--- src/rtl/pong_controller_if.sv ---
// Status flags from the pong datapath and the sel_*/en_* controls back to it.
interface pong_controller_if;
  logic       start;
  logic       x_sign, y_sign;
  logic       paddle_up, paddle_down, ai_up, ai_down;
  logic       ball_too_high, ball_too_low;
  logic       paddle_too_high, paddle_too_low;
  logic       ai_too_high, ai_too_low;
  logic       player_collision, ai_collision;
  logic       player_scored, ai_scored, game_over;
  logic [1:0] sel_x_ball, sel_y_ball, sel_y_paddle, sel_y_ai;
  logic       en_x_ball, en_y_ball, en_y_paddle, en_y_ai;
  logic       sel_player_score, en_player_score, sel_ai_score, en_ai_score;

  modport master (
    input  start, x_sign, y_sign, paddle_up, paddle_down, ai_up, ai_down,
           ball_too_high, ball_too_low, paddle_too_high, paddle_too_low,
           ai_too_high, ai_too_low, player_collision, ai_collision,
           player_scored, ai_scored, game_over,
    output sel_x_ball, sel_y_ball, sel_y_paddle, sel_y_ai,
           en_x_ball, en_y_ball, en_y_paddle, en_y_ai,
           sel_player_score, en_player_score, sel_ai_score, en_ai_score
  );

  modport slave (
    output start, x_sign, y_sign, paddle_up, paddle_down, ai_up, ai_down,
           ball_too_high, ball_too_low, paddle_too_high, paddle_too_low,
           ai_too_high, ai_too_low, player_collision, ai_collision,
           player_scored, ai_scored, game_over,
    input  sel_x_ball, sel_y_ball, sel_y_paddle, sel_y_ai,
           en_x_ball, en_y_ball, en_y_paddle, en_y_ai,
           sel_player_score, en_player_score, sel_ai_score, en_ai_score
  );
endinterface

--- src/rtl/pong_controller.sv ---
// Pong game-sequencing FSM: paces play with a frame-tick divider and drives the
// datapath mux selects and load enables from state and status flags.
module pong_controller #(
  parameter int CNT_W       = 20,
  parameter int TICK_DIV    = 833333,
  parameter int HOLD_CYCLES = 1000000
) (
  input  logic              clk,
  input  logic              rst,
  pong_controller_if.master dp,
  output logic [3:0]        state
);

  typedef enum logic [3:0] {
    INIT  = 4'd0,
    IDLE  = 4'd1,
    WAIT  = 4'd2,
    MOVE  = 4'd3,
    CHECK = 4'd4,
    SCORE = 4'd5,
    SERVE = 4'd6,
    HOLD  = 4'd7,
    OVER  = 4'd8
  } state_t;

  localparam logic [1:0] SEL_HOME = 2'd0;
  localparam logic [1:0] SEL_INC  = 2'd1;
  localparam logic [1:0] SEL_DEC  = 2'd2;
  localparam logic [1:0] SEL_HOLD = 2'd3;

  localparam logic [CNT_W-1:0] TICK_LAST = CNT_W'(TICK_DIV - 1);
  localparam logic [CNT_W-1:0] HOLD_LAST = CNT_W'(HOLD_CYCLES - 1);

  state_t           cur, nxt;
  logic [CNT_W-1:0] cnt, cnt_nxt;
  logic             scorer, scorer_nxt;

  // Paddle motion: up wins over down; a blocked or idle paddle holds position.
  function automatic logic [1:0] key_sel(input logic up, input logic down,
                                         input logic too_high, input logic too_low);
    if (up && !too_high)      return SEL_INC;
    else if (down && !too_low) return SEL_DEC;
    else                       return SEL_HOLD;
  endfunction

  always_ff @(posedge clk) begin
    if (rst) begin
      cur    <= INIT;
      cnt    <= '0;
      scorer <= 1'b0;
    end else begin
      cur    <= nxt;
      cnt    <= cnt_nxt;
      scorer <= scorer_nxt;
    end
  end

  always_comb begin
    nxt                 = cur;
    cnt_nxt             = '0;
    scorer_nxt          = scorer;
    dp.sel_x_ball       = SEL_HOME;
    dp.sel_y_ball       = SEL_HOME;
    dp.sel_y_paddle     = SEL_HOME;
    dp.sel_y_ai         = SEL_HOME;
    dp.en_x_ball        = 1'b0;
    dp.en_y_ball        = 1'b0;
    dp.en_y_paddle      = 1'b0;
    dp.en_y_ai          = 1'b0;
    dp.sel_player_score = 1'b0;
    dp.en_player_score  = 1'b0;
    dp.sel_ai_score     = 1'b0;
    dp.en_ai_score      = 1'b0;

    case (cur)
      INIT: begin
        dp.en_x_ball       = 1'b1;
        dp.en_y_ball       = 1'b1;
        dp.en_y_paddle     = 1'b1;
        dp.en_y_ai         = 1'b1;
        dp.en_player_score = 1'b1;
        dp.en_ai_score     = 1'b1;
        nxt                = IDLE;
      end
      IDLE: if (dp.start) nxt = WAIT;
      WAIT: begin
        if (cnt == TICK_LAST) nxt = MOVE;
        else cnt_nxt = cnt + CNT_W'(1);
      end
      MOVE: begin
        dp.en_x_ball   = 1'b1;
        dp.en_y_ball   = 1'b1;
        dp.en_y_paddle = 1'b1;
        dp.en_y_ai     = 1'b1;
        if (dp.player_collision && !dp.x_sign) dp.sel_x_ball = SEL_INC;
        else if (dp.ai_collision && dp.x_sign) dp.sel_x_ball = SEL_DEC;
        else dp.sel_x_ball = dp.x_sign ? SEL_INC : SEL_DEC;
        if (dp.ball_too_high)     dp.sel_y_ball = SEL_DEC;
        else if (dp.ball_too_low) dp.sel_y_ball = SEL_INC;
        else dp.sel_y_ball = dp.y_sign ? SEL_INC : SEL_DEC;
        dp.sel_y_paddle = key_sel(dp.paddle_up, dp.paddle_down,
                                  dp.paddle_too_high, dp.paddle_too_low);
        dp.sel_y_ai     = key_sel(dp.ai_up, dp.ai_down, dp.ai_too_high, dp.ai_too_low);
        nxt = CHECK;
      end
      CHECK: begin
        if (dp.player_scored) begin
          nxt        = SCORE;
          scorer_nxt = 1'b0;
        end else if (dp.ai_scored) begin
          nxt        = SCORE;
          scorer_nxt = 1'b1;
        end else begin
          nxt = WAIT;
        end
      end
      SCORE: begin
        if (!scorer) begin
          dp.sel_player_score = 1'b1;
          dp.en_player_score  = 1'b1;
        end else begin
          dp.sel_ai_score = 1'b1;
          dp.en_ai_score  = 1'b1;
        end
        nxt = SERVE;
      end
      SERVE: begin
        dp.en_x_ball   = 1'b1;
        dp.en_y_ball   = 1'b1;
        dp.en_y_paddle = 1'b1;
        dp.en_y_ai     = 1'b1;
        nxt = dp.game_over ? OVER : HOLD;
      end
      HOLD: begin
        if (cnt == HOLD_LAST) nxt = WAIT;
        else cnt_nxt = cnt + CNT_W'(1);
      end
      OVER: if (dp.start) nxt = INIT;
      default: nxt = INIT;
    endcase

    // A reset cycle must never leak a partial datapath update.
    if (rst) begin
      dp.sel_x_ball       = SEL_HOME;
      dp.sel_y_ball       = SEL_HOME;
      dp.sel_y_paddle     = SEL_HOME;
      dp.sel_y_ai         = SEL_HOME;
      dp.en_x_ball        = 1'b0;
      dp.en_y_ball        = 1'b0;
      dp.en_y_paddle      = 1'b0;
      dp.en_y_ai          = 1'b0;
      dp.sel_player_score = 1'b0;
      dp.en_player_score  = 1'b0;
      dp.sel_ai_score     = 1'b0;
      dp.en_ai_score      = 1'b0;
    end
  end

  assign state = cur;

endmodule

--- src/flat_wrapper.sv ---
// flat-port wrapper written by rule: the top's interface ports become plain ports
module pong_controller_flat 
#(
  parameter int CNT_W       = 20,
  parameter int TICK_DIV    = 833333,
  parameter int HOLD_CYCLES = 1000000
)
  (clk, rst, state, dp_start, dp_x_sign, dp_y_sign, dp_paddle_up, dp_paddle_down, dp_ai_up, dp_ai_down, dp_ball_too_high, dp_ball_too_low, dp_paddle_too_high, dp_paddle_too_low, dp_ai_too_high, dp_ai_too_low, dp_player_collision, dp_ai_collision, dp_player_scored, dp_ai_scored, dp_game_over, dp_sel_x_ball, dp_sel_y_ball, dp_sel_y_paddle, dp_sel_y_ai, dp_en_x_ball, dp_en_y_ball, dp_en_y_paddle, dp_en_y_ai, dp_sel_player_score, dp_en_player_score, dp_sel_ai_score, dp_en_ai_score);
  pong_controller_if dp_i ();
  input  logic clk;
  input  logic rst;
  output logic [3:0] state;
  input wire logic [$bits(dp_i.start)-1:0] dp_start;
  input wire logic [$bits(dp_i.x_sign)-1:0] dp_x_sign;
  input wire logic [$bits(dp_i.y_sign)-1:0] dp_y_sign;
  input wire logic [$bits(dp_i.paddle_up)-1:0] dp_paddle_up;
  input wire logic [$bits(dp_i.paddle_down)-1:0] dp_paddle_down;
  input wire logic [$bits(dp_i.ai_up)-1:0] dp_ai_up;
  input wire logic [$bits(dp_i.ai_down)-1:0] dp_ai_down;
  input wire logic [$bits(dp_i.ball_too_high)-1:0] dp_ball_too_high;
  input wire logic [$bits(dp_i.ball_too_low)-1:0] dp_ball_too_low;
  input wire logic [$bits(dp_i.paddle_too_high)-1:0] dp_paddle_too_high;
  input wire logic [$bits(dp_i.paddle_too_low)-1:0] dp_paddle_too_low;
  input wire logic [$bits(dp_i.ai_too_high)-1:0] dp_ai_too_high;
  input wire logic [$bits(dp_i.ai_too_low)-1:0] dp_ai_too_low;
  input wire logic [$bits(dp_i.player_collision)-1:0] dp_player_collision;
  input wire logic [$bits(dp_i.ai_collision)-1:0] dp_ai_collision;
  input wire logic [$bits(dp_i.player_scored)-1:0] dp_player_scored;
  input wire logic [$bits(dp_i.ai_scored)-1:0] dp_ai_scored;
  input wire logic [$bits(dp_i.game_over)-1:0] dp_game_over;
  output wire logic [$bits(dp_i.sel_x_ball)-1:0] dp_sel_x_ball;
  output wire logic [$bits(dp_i.sel_y_ball)-1:0] dp_sel_y_ball;
  output wire logic [$bits(dp_i.sel_y_paddle)-1:0] dp_sel_y_paddle;
  output wire logic [$bits(dp_i.sel_y_ai)-1:0] dp_sel_y_ai;
  output wire logic [$bits(dp_i.en_x_ball)-1:0] dp_en_x_ball;
  output wire logic [$bits(dp_i.en_y_ball)-1:0] dp_en_y_ball;
  output wire logic [$bits(dp_i.en_y_paddle)-1:0] dp_en_y_paddle;
  output wire logic [$bits(dp_i.en_y_ai)-1:0] dp_en_y_ai;
  output wire logic [$bits(dp_i.sel_player_score)-1:0] dp_sel_player_score;
  output wire logic [$bits(dp_i.en_player_score)-1:0] dp_en_player_score;
  output wire logic [$bits(dp_i.sel_ai_score)-1:0] dp_sel_ai_score;
  output wire logic [$bits(dp_i.en_ai_score)-1:0] dp_en_ai_score;
  assign dp_i.start = dp_start;
  assign dp_i.x_sign = dp_x_sign;
  assign dp_i.y_sign = dp_y_sign;
  assign dp_i.paddle_up = dp_paddle_up;
  assign dp_i.paddle_down = dp_paddle_down;
  assign dp_i.ai_up = dp_ai_up;
  assign dp_i.ai_down = dp_ai_down;
  assign dp_i.ball_too_high = dp_ball_too_high;
  assign dp_i.ball_too_low = dp_ball_too_low;
  assign dp_i.paddle_too_high = dp_paddle_too_high;
  assign dp_i.paddle_too_low = dp_paddle_too_low;
  assign dp_i.ai_too_high = dp_ai_too_high;
  assign dp_i.ai_too_low = dp_ai_too_low;
  assign dp_i.player_collision = dp_player_collision;
  assign dp_i.ai_collision = dp_ai_collision;
  assign dp_i.player_scored = dp_player_scored;
  assign dp_i.ai_scored = dp_ai_scored;
  assign dp_i.game_over = dp_game_over;
  assign dp_sel_x_ball = dp_i.sel_x_ball;
  assign dp_sel_y_ball = dp_i.sel_y_ball;
  assign dp_sel_y_paddle = dp_i.sel_y_paddle;
  assign dp_sel_y_ai = dp_i.sel_y_ai;
  assign dp_en_x_ball = dp_i.en_x_ball;
  assign dp_en_y_ball = dp_i.en_y_ball;
  assign dp_en_y_paddle = dp_i.en_y_paddle;
  assign dp_en_y_ai = dp_i.en_y_ai;
  assign dp_sel_player_score = dp_i.sel_player_score;
  assign dp_en_player_score = dp_i.en_player_score;
  assign dp_sel_ai_score = dp_i.sel_ai_score;
  assign dp_en_ai_score = dp_i.en_ai_score;
  pong_controller #(.CNT_W(CNT_W), .TICK_DIV(TICK_DIV), .HOLD_CYCLES(HOLD_CYCLES)) u_core (.clk(clk), .rst(rst), .dp(dp_i), .state(state));
endmodule
--- config.mk ---
export PLATFORM = sky130hd
export DESIGN_NAME = pong_controller_flat
export DESIGN_NICKNAME = d
export VERILOG_FILES = /design/src/rtl/pong_controller_if.sv /design/src/rtl/pong_controller.sv /design/src/flat_wrapper.sv
export SDC_FILE = /design/constraint.sdc
export NUM_CORES = 1
export LEC_CHECK = 0
export CORE_UTILIZATION = 40
export CTS_CLUSTER_SIZE = 20
export DETAILED_ROUTE_END_ITERATION = 10
export PLACE_DENSITY = 0.68
export SLEW_MARGIN = 10
export SYNTH_ARGS = -nofsm -noshare
export SYNTH_HDL_FRONTEND = slang
export SYNTH_SLANG_ARGS = --single-unit
--- constraint.sdc ---
create_clock -name clk -period 1.9 [get_ports clk]
set_input_delay 0.475 -clock clk [delete_from_list [all_inputs] [get_ports clk]]
set_output_delay 0.475 -clock clk [all_outputs]
set_load 0.005 [all_outputs]
* Yosys cells after proc, flatten, opt, wreduce, memory -nomap -nowiden
Cells that the tools add are included.
** Storage, ports and cells
- Bits in registers :: 25
- Latch bits :: 0
- RAM bits :: 0
- ROM bits :: 0
- Memories kept :: 0
** Operators by class
- $add $sub $neg :: 1
- Multipliers :: 0
- Divide/modulo/power cells :: 0
- Magnitude comparators :: 0
- Equal/unequal tests :: 14
- Shifts and indexed selects :: 0
- Multiplexer cells :: 43
- Bitwise logic cells :: 0
- Reductions and logical operators :: 16
** Operator list (number)
- 20-bit equality test (second input constant) :: 2
- 20-bit 2-to-1 mux :: 2
- 20-bit one-hot mux with 2 select lines :: 1
- 4-bit one-hot mux with 9 select lines :: 1
- 2-bit 2-to-1 mux :: 16
- 4-bit 2-to-1 mux :: 6
- 20-bit by 1-bit adder with 20-bit output (second input constant) :: 1
- 4-bit by 3-bit equality test with 1-bit output (second input constant) :: 4
- 1-bit 2-to-1 mux :: 14
- 4-bit by 2-bit equality test with 1-bit output (second input constant) :: 2
- 1-bit logical AND :: 6
- 1-bit logical NOT :: 5
- 4-bit by 1-bit equality test with 1-bit output (second input constant) :: 1
- 4-bit equality test (second input constant) :: 1
- 4-bit logical NOT :: 1
- 2-bit by 1-bit != test with 1-bit output (second input constant) :: 2
- 2-bit != test (second input constant) :: 2
- 1-bit one-hot mux with 2 select lines :: 2
- 4-bit AND reduction :: 1
- 3-bit 2-to-1 mux :: 1
- 3-bit OR reduction :: 1
- 2-bit AND reduction :: 1
- 2-bit nonzero test :: 1

* Logic depth before layout (Yosys ltp)
- Depth in word-level cells :: 6
- Gate-level depth with buffers :: 8
- Gate-level depth less buffers :: 7

* Least setup slack after synthesis
OpenSTA, ideal clock, no wires.
- Path type :: input to output
- From :: input rst
- To :: output dp_sel_y_ball[0]
- Data arrival time :: 1.352 ns
- Required time :: 1.425 ns
- Setup slack :: 0.073 ns
- Stages :: 5
- Path buffers :: 1
- Cells stage by stage :: nor2_1 > nand2_1 > or3_1 > clkbuf_1 > nor3_1
** Between the ends
- Longest elaborated chain between the ends :: 1
** RTL lines
- start, declared :: RTL line flat_wrapper.sv:11 : input logic rst;
- 2-bit 2-to-1 mux :: RTL line pong_controller.sv:143 : if (rst) begin
- end, declared :: RTL line flat_wrapper.sv:32 : output wire logic [$bits(dp_i.sel_y_ball)-1:0] dp_sel_y_ball;
Every way passes these cells.

* Worst setup path in the final report
Ends and elaborated chain as after synthesis.

==> results.md <==
- Gr usage total: 0.192
- Synth top area share: 0.322
- Crit path launch type: primary input
- Initial core utilization: 0.422
- Reg area: ~500 um^2
- Most numerous cell in the Yosys netlist: dfxtp_1
- Synth Warn #: 0
- Final Cycle Share: 1.06
- #FFs+latches synth: 25
- Synth Cell Area: roughly 1600 um^2
- WL per Instance: roughly 13 um
- Share of cells above drive strength 1: 0.418
- Fillers: approximately 320
- Lkg Pwr: between 0.8 and 0.9 nW
- Final setup viols: 9
- CTS tree: done
- Sequential area share after synthesis: 0.322
- GPL Wtd Cong: ~0.79
- Largest net degree at the start of global routing: 21
- Post-Synthesis Cells: about 180
- RSZ-0062 raised after global routing: true
- Die Wd: 64.4 um
- Ys async rst share: 0
- CTS clock-pin slew for the worst setup and hold paths: approximately 0.080 ns
- Total congestion overflow: 0
- Die area: between 4000 and 5000 um^2
- Via count: approximately 1.4k
- WP data arrival: 1.54 ns
- Hold Crit Class: register to register
- DR iter-0 viols: 58
- Final nets: 260
- Critical Path RT: 1.42 ns
- Pwr dens: around 610 nW/um^2
- Multi-input gate area: approximately 1000 um^2
- CTS Sinks: 25
- Final Critical Period: approximately 2.0 ns
- Top cells by area, synth: dfxtp_1 (32%), nor2_2 (7.2%), xor2_1 (6.8%), xnor2_1 (3.9%), nor2_1 (3.9%)
- Worst-margin pin slew: between 0.3 and 0.4 ns
- Routed Antenna Nets: 0
- Clock Skews: a little under 0.009 ns
- Syn_nets: between 200 and 250
- Fmax: between 0.4 and 0.5 GHz
- # diodes: 0
- Crit end category: output pin
- I/O pins: 40
- Core Util, Final: 0.602
- Final Slew Violations: 0
- Max-Cap Viols: 0
- Core region area: about 3700 um^2
- Status: complete, but fails checks
- Final Hold Viols: 0
- CP max FO: 4
- Pre-CTS WS: -0.889 ns
- Final WS setup: -0.113 ns
- VDD IR-drop max: approximately 0.37 mV
- Buffers added on ports: 39
- Prevailing post-synth register cell: dfxtp_1
- First-pass DRT Iterations: 4
- H-tree depth: 1
- Initial antenna violation count: 0
- Failing checks: negative setup slack
- Area leader, netlist: dfxtp_1
- Rel. slew slack: 0.769
- Worst-skew pair later-pin latency: between 0.2 and 0.3 ns
- Yosys cell types: 45
- Post-synth top cells: dfxtp_1 (25), nor2_2 (18), nor2_1 (16), xor2_1 (12), nand2_1 (10)
- Routed WL: approximately 3.8 mm
- Global-route wire length before repair: ~6.2 mm
- Max clock buf depth: 2
- Hpwl dp: between 2 and 3 mm
- Post-Syn Area per Cell: 8.59 um^2
- Critical path class: primary input to output pin
- Clk root buf: clkbuf_8
- P&R area growth vs syn: 42.8%
- CTS buffer count: 3
- Vias in the first global route: between 1k and 1.5k
- Remaining DRCs: 0
- Avg Vias per Cell: approximately 5
- Post-synth EDFFs: 0
- Die Y: between 60 and 70 um
- Row cnt: 22
-- power breakdown --
group          total, mW  leakage [nW]  switching, mW  internal [mW]
registers          0.554         0.203         0.0135          0.540
clock network      0.326        0.0228          0.175          0.151
logic              0.475         0.615          0.218          0.257
total               1.36         0.841          0.407          0.948
-- worst max-delay path, cell delays in order --
cell,delay [ns]
buf_2,0.12
nor2_4,0.12
nand2_2,0.06
or3_4,0.36
buf_6,0.13
nor3_2,0.13
buf_2,0.13
-- flip-flops by register name (all words and copies together) (netlist names) --
register and cells:
u_core.scorer 1, u_core.cnt 20, u_core.state 4
-- path summary, 6_finish.rpt --
kind	from	slack, ns	to	cells after the start
worst min-delay path	u_core.cnt[0]	0.49	u_core.cnt[0]	1
worst max register to register	u_core.cnt[0]	0.20	u_core.cnt[6]	7
worst min register to register	u_core.cnt[0]	0.49	u_core.cnt[0]	1
worst max-delay path	rst	-0.11	dp_sel_y_ball[0]	7
-- cells by family (layout without fill, tap and decap cells) --
group,after synthesis,count (layout),synth area share
flops,25,25,0.322
buf+inv,20,76,0.0740
xor+xnor,19,19,0.107
compound gates,21,21,0.0941
mux,2,2,0.0129
fa+ha+maj,2,2,0.0161
simple gates,92,92,0.374
-- area by class of cell --
| type | count | area share |
|---|---|---|
| clock buffers | 4 | 0.0203 |
| inverters | 9 | 0.0152 |
| multi-input cells | 136 | 0.472 |
| flip-flops and latches | 25 | 0.227 |
| well taps | 48 | 0.0270 |
| repair buffers | 63 | 0.239 |
-- layer usage --
metal,vias to the layer above,track usage,part of all wire
met3,5,0.0357,0.060
li1,738,-,-
met5,-,0,0
met4,0,0.103,0.017
met1,662,0.213,0.42
met2,36,0.342,0.50
-- cell usage in the layout, fill, tap and decap left out, types with 2 or more instances in the layout --
master           netlist  layout
xor2_1                12      12
nor2_4                 0       4
xnor2_1                7       7
buf_12                 0       2
nand4_1                6       6
nand2_1               10       9
buf_2                  0      15
mux2i_1                2       2
nor4_4                 2       3
nand2_2                1       2
buf_4                  4      18
a31oi_1                3       3
inv_1                  9       8
clkbuf_8               1       3
clkdlybuf4s50_1        0      21
buf_6                  2       5
nor4_2                 3       4
ha_1                   2       2
nor3_1                 8       4
nor2b_1                4       2
a211oi_1               2       2
nor2_1                16      11
a21oi_1                7       4
dfxtp_1               25      22
nand3_1                8       8
a21oi_2                0       3
dfxtp_2                0       3
nor2_2                18      19
nor3_2                 0       4
nand2b_1               2       2
-- metrics by stage --
stage	power, mW	std cells	instance area, um^2	hold slack (ns)	setup TNS (ns)
after floorplan	0.761	181	1560	0.439	0
after global placement	0.945	272	2050	0.465	-12.03
after detailed placement	0.947	272	2050	0.472	-12.48
after CTS	1.35	284	2190	0.466	-0.858
after global routing	1.43	285	2220	0.518	-1.41
final	1.36	285	2220	0.485	-0.723
-- repair_timing --
action                                  in CTS  in global routing
gates resized for setup                     91                 12
buffers inserted                             8                  2
hold buffers                                 0                  0
pin swaps                                    9                  6
endpoints found under the setup margin      16                 17
Note: power is estimated with default switching activity, not from simulation.
==> RTL change 1 (same settings) <==
Reset style: asynchronous (`rst`), changed in one clocked block.
--- a/src/rtl/pong_controller.sv
+++ b/src/rtl/pong_controller.sv
@@ -44,5 +44,5 @@
   endfunction
 
-  always_ff @(posedge clk) begin
+  always_ff @(posedge clk or posedge rst) begin
     if (rst) begin
       cur    <= INIT;
Check against the original RTL: differs if rst is asserted again (counterexample within 4 cycles, from zero or initial values and one cycle with rst high); with rst held inactive, the same outputs for 10 cycles.
==> RTL change 1 against the unedited design <==
- the run still ends with setup timing left
- sequential cell count did not move
- die area rose by 6.9%
- area after synthesis rose by 7.1%
- clock skew fell by 0.0071 ns
- final area rose by 14%
- setup slack got worse by 0.045 ns
- wire length rose by 14%
- non-clock buffer count rose by 20
Power is not compared: it rests on default switching activity, and its combinational part moved more than twofold at a synthesized area within 25%.
==> RTL change 1: results (changes against the unedited design) <==
The total of endpoints with negative setup slack in the final report is 25 (+16). The worst hold-check path type is primary input to asynchronous set/reset pin. CTS placed an instance of clkbuf_8 at the clock tree root. The total wire length after detailed routing is 4280 um (+14%), and the estimated wirelength of the detail-placed design is 3040 um (+21%). The clock insertion delay at the later pin of the skew report is 0.26 ns (-0.02 ns).

The tools report the count of mapped cells out of synthesis as 189 (+4.4%). By count the netlist is led by dfrtp_1, nor2_1, a21oi_1. Clock-pin slew was measured on the worst setup and hold paths at 0.09 ns. The tools report the tightest slew margin relative to the limit as 72.3% (-4.5 points). The logs give 0.00175 ns (-0.00706 ns) for the clock skew and 1.58 ns (+0.04 ns) for the endpoint arrival time on the critical path. The area growth from synthesis to layout is 51.5%. Number of filler cells placed in the layout: 351 (+10%). The checks that failed: setup timing. For the pre-CTS setup slack, the log shows -0.524 ns (+0.365 ns). Share of final-layout standard cells stronger than drive strength 1: 34.4% (-7.4 points). The H-tree depth was 1 (unchanged); the warning count from the yosys run was 0 (unchanged).

The slack of the critical path came out at -0.158 ns (-0.0450 ns). The tools report the fraction of the yosys area taken by sequential cells as 37.6% (+5.4 points). The flow ran to the end, but the final reports show violations. Count of cell types in the netlist: 51 (+13%). The DRC marker count from the first detailed-route iteration is 24 (-59%), and the final estimated routing congestion in global placement is 0.772 (-2.4%).

The tools report the number of inserted diodes as 0 (unchanged). The mean routed wirelength per cell is 13.7 um (+4.1%), and the cell internal power dissipation is 1.60 mW. The logs give 302 (+11%) for the number of instances in the placed design and 441 uV for the maximum VDD drop. The count of input and output buffers was 39 (unchanged). By area the synthesized netlist is led by dfrtp_1, a21oi_1, xnor2_1. The number of global-route vias before repair was 1586 (+9.4%).

The CTS buffer count is 3 (unchanged), and the number of antenna violations at the first check in global routing is 0 (unchanged). The maximum root-to-sink buffer count is 2 (unchanged). The logs give 211 (+3.9%) for the net count after synthesis and 26 (+24%) for the largest net degree at the start of global routing. The tools report the total routing usage reported by global routing as 19.9% (+0.74 points). In this run the static leakage power is 1.06 nW.

The global-route wire length before repair came out at 6710 um (+8.2%). The average vias per placed instance is 5.28 (+4.4%), and the post-layout net count is 285 (+9.6%). The number of enable flip-flop cells after synthesis is 0 (unchanged).

The tools report the iteration count of the initial detailed-routing pass as 4 (unchanged). The flip-flop count of the largest register after layout is 20 (unchanged). The placed instance area was 2350 um^2 (+15%). Register with the most flip-flops: u_core.cnt. The highest net fanout along the worst path is 4 (unchanged), and the fraction of registers with async set or reset after synthesis is 100% (+100 points). The run gives -1.08 ns (-0.353 ns) as the final setup TNS.
-- RTL change 1: cell count changes in the layout (fill, tap and decap cells not counted), sizes merged, moves of 7 or more --
cell and delta:
dfrtp +25, nor2 -18, dfxtp -25, a21oi +8
o21ai +8, a22oi +7, nand4 -7, buf +16
-- RTL change 1: power by group through the flow --
stage	Clock (mW)	Sequential, mW	Combinational, mW
after CTS	0.324	0.667	1.48
after global placement	0	0.695	1.27
after floorplan	0	0.678	0.689
after detailed placement	0	0.695	1.29
final	0.316	0.673	1.53
after global routing	0.341	0.682	1.67
-- RTL change 1: layer usage --
| metal | share of wire (%) | GRT usage, % | vias to the layer above |
|---|---|---|---|
| met5 | 0 | 0 | - |
| met4 | 1.4 | 6.91 | 0 |
| met3 | 4.9 | 2.74 | 6 |
| met2 | 54 | 38.0 | 34 |
| met1 | 40 | 22.2 | 774 |
| li1 | - | - | 833 |
-- RTL change 1: cells by family after synthesis --
kind of cell	count (synthesis)	share of synthesized area [%]
AOI/OAI and AO/OA	46	18.2
adders and majority gates	2	1.50
muxes	2	1.28
DFF	25	37.6
xor gates and xnor gates	14	7.36
and+or+nand+nor	76	27.0
buffers and inverters	24	7.14
-- RTL change 1: area by class of cell --
class	count	share of cell area [%]
clock buffers	3	1.64
clock inverters	1	0.198
inverters	10	1.49
multi-input cells	140	40.4
flip-flops and latches	25	25.0
well taps	50	2.48
repair buffers	83	28.8
-- RTL change 1: timing repair --
action | 4_1_cts | 5_1_grt
hold buffers | 0 | 0
buffers inserted | 7 | 0
gates resized for setup | 77 | 18
gates cloned | 0 | 0
setup endpoints to repair | 38 | 38
pin swaps | 6 | 6
-- RTL change 1: worst paths after layout --
kind | start | endpoint | slack [ns] | cells past startpoint
worst max register to register | u_core.cnt[15] | u_core.cnt[18] | -0.05 | 5
max in group asynchronous | rst | u_core.cnt[0] | 1.21 | 4
min in group clk | u_core.cnt[0] | u_core.cnt[0] | 0.52 | 1
worst max-delay path | u_core.state[1] | dp_en_x_ball | -0.16 | 9
worst min-delay path | rst | u_core.state[2] | 0.42 | 4
worst min register to register | u_core.cnt[0] | u_core.cnt[0] | 0.52 | 1
-- RTL change 1: critical path: stages (launching register included) --
cell and delay, ns:
dfrtp_2 0.43, buf_6 0.13, buf_4 0.13, nand2_2 0.06, nor2_1 0.04, nor2_1 0.12
nor3_2 0.05, buf_4 0.13, buf_6 0.12, buf_6 0.11
==> RTL change 2 (config.mk and constraints unchanged) <==
Made on the original files. `CNT_W` is set to 20 in 2 places; all go to 40.
--- a/src/rtl/pong_controller.sv
+++ b/src/rtl/pong_controller.sv
@@ -2,5 +2,5 @@
 // datapath mux selects and load enables from state and status flags.
 module pong_controller #(
-  parameter int CNT_W       = 20,
+  parameter int CNT_W       = 40,
   parameter int TICK_DIV    = 833333,
   parameter int HOLD_CYCLES = 1000000
--- a/src/flat_wrapper.sv
+++ b/src/flat_wrapper.sv
@@ -2,5 +2,5 @@
 module pong_controller_flat 
 #(
-  parameter int CNT_W       = 20,
+  parameter int CNT_W       = 40,
   parameter int TICK_DIV    = 833333,
   parameter int HOLD_CYCLES = 1000000
Check against the original RTL: no difference found for any inputs over 10 cycles, from zero or initial values and one cycle with rst high; that may be too few to reach the edited logic, so the function may still have changed.
==> RTL change 2 against the unedited design <==
- the flow still finishes with violations (setup timing)
- setup slack worse by 0.59 ns
- sequential cell count up 20
- non-clock buffer count up 43
- wire length up 51%
- combinational power up 120%
- sequential share of layout area up 3.7 points
- final area up 54%
- area after synthesis up 50%
- register-to-register slack worse by 0.90 ns
- global-route usage up 0.27 points
- total power up 110%
- critical path type is now flop to flop
- critical endpoint is now u_core.state[0]
- largest cell class unchanged
- highest routed layer unchanged
==> RTL change 2: results (changes against the unedited design) <==
The cell at the slowest stage of the critical path was or4_1. The logs give 38.6% (+6.4 points) for the fraction of the yosys area taken by sequential cells and 433 uV (+17%) for the maximum VDD drop. In this run the worst setup path terminates at u_core.state[0]. The DRC marker count from the first detailed-route iteration came out at 62 (+6.9%). The share of final-layout standard cells stronger than drive strength 1 was 27.2% (-15 points); the largest net degree at the start of global routing was 23 (+9.5%). The tools report the final setup TNS as -27.68 ns (-26.96 ns). By count the netlist is led by nor2_1, dfxtp_1, xor2_1. Final estimated routing congestion in global placement: 0.776 (-1.9%). The flip-flop count of the largest register after layout is 40 (+100%). The depth of the worst register-to-register path was 6 (-1).

The actual transition at the worst max-transition pin was 0.407 ns (+0.0649 ns). The total via count in the routed design is 2322 (+61%). The endpoint arrival time on the critical path came out at 2.80 ns (+1.26 ns). The largest stage delay on the critical path is 0.54 ns (+0.18 ns). The run finished, with violations left. Total routing usage reported by global routing: 19.5% (+0.27 points). Global-route wire length before repair: 9540 um (+54%).

For the estimated wirelength of the detail-placed design, the log shows 4030 um (+61%). By startpoint and endpoint, the worst setup path is classified as flop to flop. The final reports fail on setup timing.

The non-filler instance count after layout came out at 462 (+62%). The mean routed wirelength per cell is 12.3 um (-7.0%), and the clock skew is 0.00991 ns (+0.00110 ns). The highest net fanout along the worst path is 3 (-1). The total of endpoints with negative setup slack in the final report was 53 (+44).

The run gives 35.8% (-5.1 points) as the sequential group share of total power. Slack of the critical path: -0.702 ns (-0.589 ns). Ranked by total cell area, the synthesized netlist is headed by dfxtp_1, nor2_1, xor2_1.
[RTL change 2: changes by cell type after synthesis, moves of 3 or more]
cell     before  now
nor2b_1       4    8
and3_1        0    9
xor2_1       12   27
nand3_1       8   18
nor2_1       16   65
nor2_2       18    1
o21ai_0       1    4
xnor2_1       7   14
nand4_1       6   11
dfxtp_1      25   45
nor4_1        2    6
nand2_1      10   14
and4_1        0    4
[RTL change 2: worst min-delay path, stage by stage (launching register included)]
cell,delay [ns]
dfxtp_1,0.36
buf_4,0.11
nor2_1,0.03
[RTL change 2: cells by family after synthesis]
family / count (synthesis) / synth area share (%)
AO/OA/AOI/OAI: 20 / 5.52
XOR/XNOR: 41 / 15.4
adder cells (fa/ha/maj): 2 / 1.07
buffers and inverters: 19 / 4.45
flip-flops: 45 / 38.6
multiplexers: 3 / 1.39
AND/OR/NAND/NOR: 158 / 33.6
[RTL change 2: area by class of cell]
class | instances | area [um^2]
Clock inverter | 3 | 46.3
Fill cell | 494 | 2140
Inverter | 7 | 26.3
Sequential cell | 45 | 905
Clock buffer | 5 | 68.8
Multi-Input combinational cell | 224 | 1390
Timing Repair Buffer | 106 | 902
Tap cell | 72 | 90.1
[RTL change 2: repair_timing]
action                     CTS  global route
setup endpoints to repair   62            63
buffers inserted             9             4
gates resized for setup     63            13
pin swaps                    6             4
hold endpoints to repair     0             0
[RTL change 2: layer usage]
| layer | vias up | track usage (%) | share of wire, % |
|---|---|---|---|
| met5 | - | 0 | 0 |
| met4 | 0 | 7.22 | 1.6 |
| met3 | 13 | 4.19 | 3.4 |
| met2 | 33 | 34.5 | 49 |
| met1 | 1091 | 22.9 | 46 |
| li1 | 1185 | - | - |
